## config.mk

```make
export PLATFORM = sky130hd
export DESIGN_NAME = uart_rx_ctrl
export DESIGN_NICKNAME = d
export VERILOG_FILES = /design/src/rtl/uart_rx_ctrl.sv
export SDC_FILE = /design/constraint.sdc
export NUM_CORES = 1
export LEC_CHECK = 0
export ABC_AREA = 1
export BUFFER_PORTS_ARGS = -buffer_cell sky130_fd_sc_hd__buf_2
export CAP_MARGIN = 20
export CORE_UTILIZATION = 50
export CTS_BUF_LIST = sky130_fd_sc_hd__clkbuf_16
export CTS_CLUSTER_DIAMETER = 150
export DETAILED_ROUTE_END_ITERATION = 7
export GPL_ROUTABILITY_DRIVEN = 0
export PLACE_DENSITY = 0.76
export RECOVER_POWER = 100
export SLEW_MARGIN = 40
export SYNTH_ARGS = -nofsm -noshare
export SYNTH_HDL_FRONTEND = slang
export SYNTH_SLANG_ARGS = --single-unit
```

## constraint.sdc

```tcl
create_clock -name clk -period 2.7 [get_ports clk]
set_input_delay 0.54 -clock clk [delete_from_list [all_inputs] [get_ports clk]]
set_output_delay 0.54 -clock clk [all_outputs]
set_load 0.02 [all_outputs]
```

## src/rtl/uart_rx_ctrl.sv

```systemverilog
// UART receive controller: one-shot capture of each rx_done into a FWFT frame FIFO, ack handshake, error flags, irq.
// Write lands 2 edges after rx_done rises; a full FIFO drops the frame (overrun) unless a pop frees the slot that cycle.
module uart_rx_ctrl #(
   parameter int DEPTH = 4,
   parameter int LW    = $clog2(DEPTH) + 1
) (
   input  logic          clk,
   input  logic          rst,
   input  logic          en_i,
   input  logic          rx_done_i,
   input  logic [7:0]    rx_data_i,
   input  logic          parity_error_i,
   output logic          rx_ack_o,
   input  logic          pop_i,
   input  logic          flush_i,
   input  logic          clr_err_i,
   input  logic [LW-1:0] irq_thresh_i,
   output logic [7:0]    fifo_data_o,
   output logic          fifo_perr_o,
   output logic          fifo_empty_o,
   output logic          fifo_full_o,
   output logic [LW-1:0] fifo_level_o,
   output logic          overrun_o,
   output logic [7:0]    perr_cnt_o,
   output logic          irq_o
);

   localparam int PW = (DEPTH > 1) ? $clog2(DEPTH) : 1;

   localparam logic [1:0] S_IDLE    = 2'd0;
   localparam logic [1:0] S_CAPTURE = 2'd1;
   localparam logic [1:0] S_ACK     = 2'd2;

   localparam logic [PW-1:0] PTR_ONE = 1;
   localparam logic [LW-1:0] LVL_ONE = 1;

   logic [1:0]    r_state;
   logic [1:0]    w_state_nxt;
   logic [8:0]    r_mem [DEPTH];
   logic [PW-1:0] r_wr_ptr;
   logic [PW-1:0] r_rd_ptr;
   logic [LW-1:0] r_level;
   logic [LW-1:0] w_level_nxt;
   logic [LW-1:0] w_thresh;
   logic          r_overrun;
   logic          w_overrun_nxt;
   logic [7:0]    r_perr_cnt;
   logic          r_irq;

   logic w_full;
   logic w_empty;
   logic w_cap;
   logic w_pop;
   logic w_wr;
   logic w_drop;

   assign w_full  = (r_level == LW'(DEPTH));
   assign w_empty = (r_level == '0);
   assign w_cap   = (r_state == S_CAPTURE);

   // Flush wins over both ports; a coincident pop lets a capture into a full FIFO succeed.
   assign w_pop  = pop_i & ~w_empty & ~flush_i;
   assign w_wr   = w_cap & (~w_full | w_pop) & ~flush_i;
   assign w_drop = w_cap & w_full & ~w_pop & ~flush_i;

   always_comb begin
      w_state_nxt = r_state;
      case (r_state)
         S_IDLE:    if (en_i && rx_done_i) w_state_nxt = S_CAPTURE;
         S_CAPTURE: w_state_nxt = S_ACK;
         S_ACK:     if (!rx_done_i) w_state_nxt = S_IDLE;
         default:   w_state_nxt = S_IDLE;
      endcase
   end

   always_comb begin
      w_level_nxt = r_level;
      if (flush_i)
         w_level_nxt = '0;
      else if (w_wr && !w_pop)
         w_level_nxt = r_level + LVL_ONE;
      else if (!w_wr && w_pop)
         w_level_nxt = r_level - LVL_ONE;
   end

   always_comb begin
      w_overrun_nxt = r_overrun;
      if (w_drop)
         w_overrun_nxt = 1'b1;
      else if (flush_i || clr_err_i)
         w_overrun_nxt = 1'b0;
   end

   assign w_thresh = (irq_thresh_i == '0) ? LVL_ONE : irq_thresh_i;

   always_ff @(posedge clk or posedge rst) begin
      if (rst) begin
         r_state    <= S_IDLE;
         r_wr_ptr   <= '0;
         r_rd_ptr   <= '0;
         r_level    <= '0;
         r_overrun  <= 1'b0;
         r_perr_cnt <= '0;
         r_irq      <= 1'b0;
      end else begin
         r_state   <= w_state_nxt;
         r_level   <= w_level_nxt;
         r_overrun <= w_overrun_nxt;
         r_irq     <= en_i & ((w_level_nxt >= w_thresh) | w_overrun_nxt);
         if (flush_i) begin
            r_wr_ptr <= '0;
            r_rd_ptr <= '0;
         end else begin
            if (w_wr)  r_wr_ptr <= r_wr_ptr + PTR_ONE;
            if (w_pop) r_rd_ptr <= r_rd_ptr + PTR_ONE;
         end
         // A parity event in the clearing cycle restarts the count at one.
         if (w_wr && parity_error_i) begin
            if (clr_err_i)
               r_perr_cnt <= 8'd1;
            else if (r_perr_cnt != 8'hFF)
               r_perr_cnt <= r_perr_cnt + 8'd1;
         end else if (clr_err_i) begin
            r_perr_cnt <= '0;
         end
      end
   end

   always_ff @(posedge clk) begin
      if (w_wr) r_mem[r_wr_ptr] <= {parity_error_i, rx_data_i};
   end

   assign rx_ack_o     = (r_state == S_ACK);
   assign fifo_data_o  = r_mem[r_rd_ptr][7:0];
   assign fifo_perr_o  = r_mem[r_rd_ptr][8];
   assign fifo_empty_o = w_empty;
   assign fifo_full_o  = w_full;
   assign fifo_level_o = r_level;
   assign overrun_o    = r_overrun;
   assign perr_cnt_o   = r_perr_cnt;
   assign irq_o        = r_irq;

endmodule

```

==> impl_metrics.py <==
metrics = {
    "outcome": {
        "status": "finished, final reports clean",
    },
    "synth": {
        "synth_area_leaders": "edfxtp_1 (41%), dfrtp_1 (18%), nand2_1 (6.2%)",
        "yosys.area.top_type_share": 0.408,
        "synthMuxAreaShare": 0,
        "synth_top_family_by_area": "simple AND/OR/NAND/NOR gates",
        "synth-adder-area-share": 0.0519,
        "synth_compound_gate_area_share": 0.0901,
        "syn_inst": 259,
        "synthFlopType": "edfxtp_1",
        "synth-seq-cells": 55,
        "yosysMostFrequentCell": "nand2_1",
        "async_flop_share": 0.345,
        "yosys_warnings": 0,
        "syn_avg_cell_area_um2": 10.2,
        "synth.cell_area_um2": 2650,
        "yosys-top-cells-count": "nand2_1 (44), edfxtp_1 (36), nor2_1 (34)",
        "synth-simple-area-share": 0.208,
        "synth-xor-area-share": 0.0132,
        "synth_top_area_cell": "edfxtp_1",
        "yosysSeqAreaShare": 0.587,
        "syn_nets": 289,
        "synth-edff-count": 36,
        "synth.distinct_cells": 33,
    },
    "timing": {
        "max_freq_mhz": 439,
        "period_needed_ns": 2.28,
        "final-hold-violation-count": 0,
        "finalCritPeriodShare": 0.844,
        "fin_ws_ns": 0.422,
        "tightestPinTransition_ns": 0.736,
        "setup_tns_ns": 0,
        "relSlewSlack": 0.509,
        "fin_worst_skew_ns": 0.00842,
        "drv_slew": 0,
        "rsz0062_at_grt": "false",
        "setup_viol": 0,
    },
    "global_routing": {
        "grt_use_total": 0.198,
        "grt_pass1_vias": 1826,
        "antenna_found_initial": 0,
        "grt_first_pass_wirelength_um": 8140,
        "grt_max_degree": 20,
        "overflow": 0,
    },
    "setup_path": {
        "critPathArrivalTime_ns": 2.46,
        "cp_cell_sequence": "inv_1 > ha_1 > nand2_4 > nand2_1 > nand4_2 > or2_0 > nand2_1 > nor2_1 > ha_1 > a21oi_1 > o211ai_1 > o21a_1",
        "crit_buf_inv": 1,
        "critical_path_class": "flop to flop",
        "crit_family": "simple AND/OR/NAND/NOR gates",
        "slowest_delay_ns": 0.41,
        "cp-start-kind": "flop",
        "cp_max_fo": 6,
        "cp.required_ns": 2.88,
        "endpoint_kind": "flop",
        "cp_slowest_cell": "dfrtp_1",
    },
    "finish": {
        "layout.nets": 340,
        "area_growth_pct": 14.3,
        "diodes": 0,
        "regArea_um2": 1560,
        "drive_gt1_frac": 0.0932,
        "multi_input_area_um2": 928,
        "nFillCells": 445,
    },
    "clock_network": {
        "clk_pin_slew_ns": 0.07,
        "cts.repair.resized": 0,
        "numCtsBuffers": 5,
        "ctsHtreeMaxLevel": 2,
        "post-cts-setup-buffers": 0,
        "cts_sinks": 55,
        "insertion_delay_ns": 0.29,
        "clockBufferDepth": 2,
        "clockRootBuffer": "clkbuf_16",
        "cts_tree": "yes",
        "hold_buffers": 0,
    },
    "route": {
        "drt_pass1_iterations": 4,
        "drtIter0Drc": 100,
        "final_antenna_net_count": 0,
        "routed_via_density": 5.12,
        "wl_per_cell_um": 13.0,
        "num_vias": 1951,
        "drc": 0,
        "wirelength_um": 4950,
    },
    "placement": {
        "port_buffers": 43,
        "dp_hpwl_um": 3500,
        "pre_cts_slack_ns": 0.421,
    },
    "floorplan": {
        "die_w_um": 74.8,
        "initial_core_util": 0.519,
        "rows": 26,
        "design.die.area_um2": 5600,
        "core_area_um2": 5110,
        "chipHeight_um": 74.8,
        "ios": 44,
    },
    "min_path": {
        "worstHoldPathType": "input port to async pin",
    },
    "power": {
        "power.density_nw_per_um2": 624,
        "peakVddDrop_mv": 0.421,
        "power_leakage_uw": 0.00126,
    },
    "run": {
        "max_cap_viol_count": 0,
    },
}
[cell usage in the layout, fill, tap and decap left out]
| cell type | count |
|---|---|
| nand2_1 | 46 |
| clkbuf_1 | 38 |
| edfxtp_1 | 36 |
| nor2_1 | 35 |
| inv_1 | 26 |
| o21ai_0 | 22 |
| dfrtp_1 | 19 |
| nand3_1 | 15 |
| ha_1 | 11 |
| o22ai_1 | 9 |
| buf_2 | 9 |
| a21oi_1 | 6 |
| clkbuf_16 | 5 |
| xor2_1 | 4 |
| inv_6 | 3 |
| nand4_1 | 3 |
| o211ai_1 | 3 |
| inv_2 | 2 |
| nand2_4 | 2 |
| nor3_1 | 2 |
| nand4_2 | 2 |
| clkinv_1 | 1 |
| nand3_4 | 1 |
| nor3_2 | 1 |
| o21ai_1 | 1 |
| nor2_2 | 1 |
| or2_0 | 1 |
| o21bai_1 | 1 |
| o21a_1 | 1 |
| nand3b_1 | 1 |
| or2_2 | 1 |
| nor3b_1 | 1 |
| clkinv_2 | 1 |
| buf_4 | 1 |
[cell type report]
cell class,instances,share of cell area
clock buffer,5,0.0413
clock inverter,3,0.00743
sequential,55,0.513
inverter,30,0.0388
tap,70,0.0289
timing repair buffer,48,0.0644
multi-input combinational,170,0.306
[registers in the layout, indices dropped and copies added (netlist names)]
| signal | count |
|---|---|
| overrun_o | 1 |
| irq_o | 1 |
| r_mem | 36 |
| r_rd_ptr | 2 |
| perr_cnt_o | 8 |
| r_state | 2 |
| r_wr_ptr | 2 |
| fifo_level_o | 3 |
[cell families (layout without fill, tap and decap cells)]
family / Yosys count / in the layout
and+or+nand+nor: 112 / 112
AOI/OAI and AO/OA: 43 / 43
DFF: 55 / 55
buffers and inverters: 34 / 86
xor gates and xnor gates: 4 / 4
adders and majority gates: 11 / 11
[metrics by stage]
| step | instances | cell area [µm²] | hold WS, ns | power, µW | util |
|---|---|---|---|---|---|
| after floorplan | 259 | 2650 | 0.405 | 1190 | - |
| after global placement | 373 | 2980 | 0.411 | 1280 | 0.583 |
| after detailed placement | 373 | 2980 | 0.425 | 1290 | 0.583 |
| after CTS | 381 | 3120 | 0.394 | 1930 | 0.612 |
| after global routing | 381 | 3030 | 0.453 | 1970 | 0.594 |
| final | 381 | 3030 | 0.364 | 1890 | 0.594 |
[layer usage]
metal / global-route usage / up-vias / part of all wire / wire [µm]
met2: 0.346 / 47 / 0.49 / 2450
met4: 0.0713 / 0 / 0.012 / 59
met1: 0.245 / 907 / 0.46 / 2260
met3: 0.0375 / 6 / 0.037 / 184
li1: - / 991 / - / -
met5: 0 / - / 0 / 0
[path summary, 6_finish.rpt]
| path | startpoint | to | slack (ns) | cells past startpoint |
|---|---|---|---|---|
| max | fifo_level_o[0]$_DFF_PP0_ | irq_o$_DFF_PP0_ | 0.42 | 12 |
| min | rst | perr_cnt_o[1]$_DFFE_PP0P_ | 0.36 | 2 |
| max reg2reg | fifo_level_o[0]$_DFF_PP0_ | irq_o$_DFF_PP0_ | 0.42 | 12 |
| min reg2reg | r_state[1]$_DFFE_PP0P_ | r_state[0]$_DFFE_PP0P_ | 0.43 | 1 |
| max in group asynchronous | rst | r_rd_ptr[1]$_DFFE_PP0P_ | 1.87 | 2 |
| min in group clk | r_state[1]$_DFFE_PP0P_ | r_state[0]$_DFFE_PP0P_ | 0.43 | 1 |
[report_power, final]
group | internal, µW | switching, µW | leakage, µW
sequential | 923 | 18.2 | 0.000586
clock | 349 | 293 | 0.0000746
combinational | 92.8 | 216 | 0.000603
total | 1370 | 527 | 0.00126
Note: power is estimated with default switching activity, not from simulation.
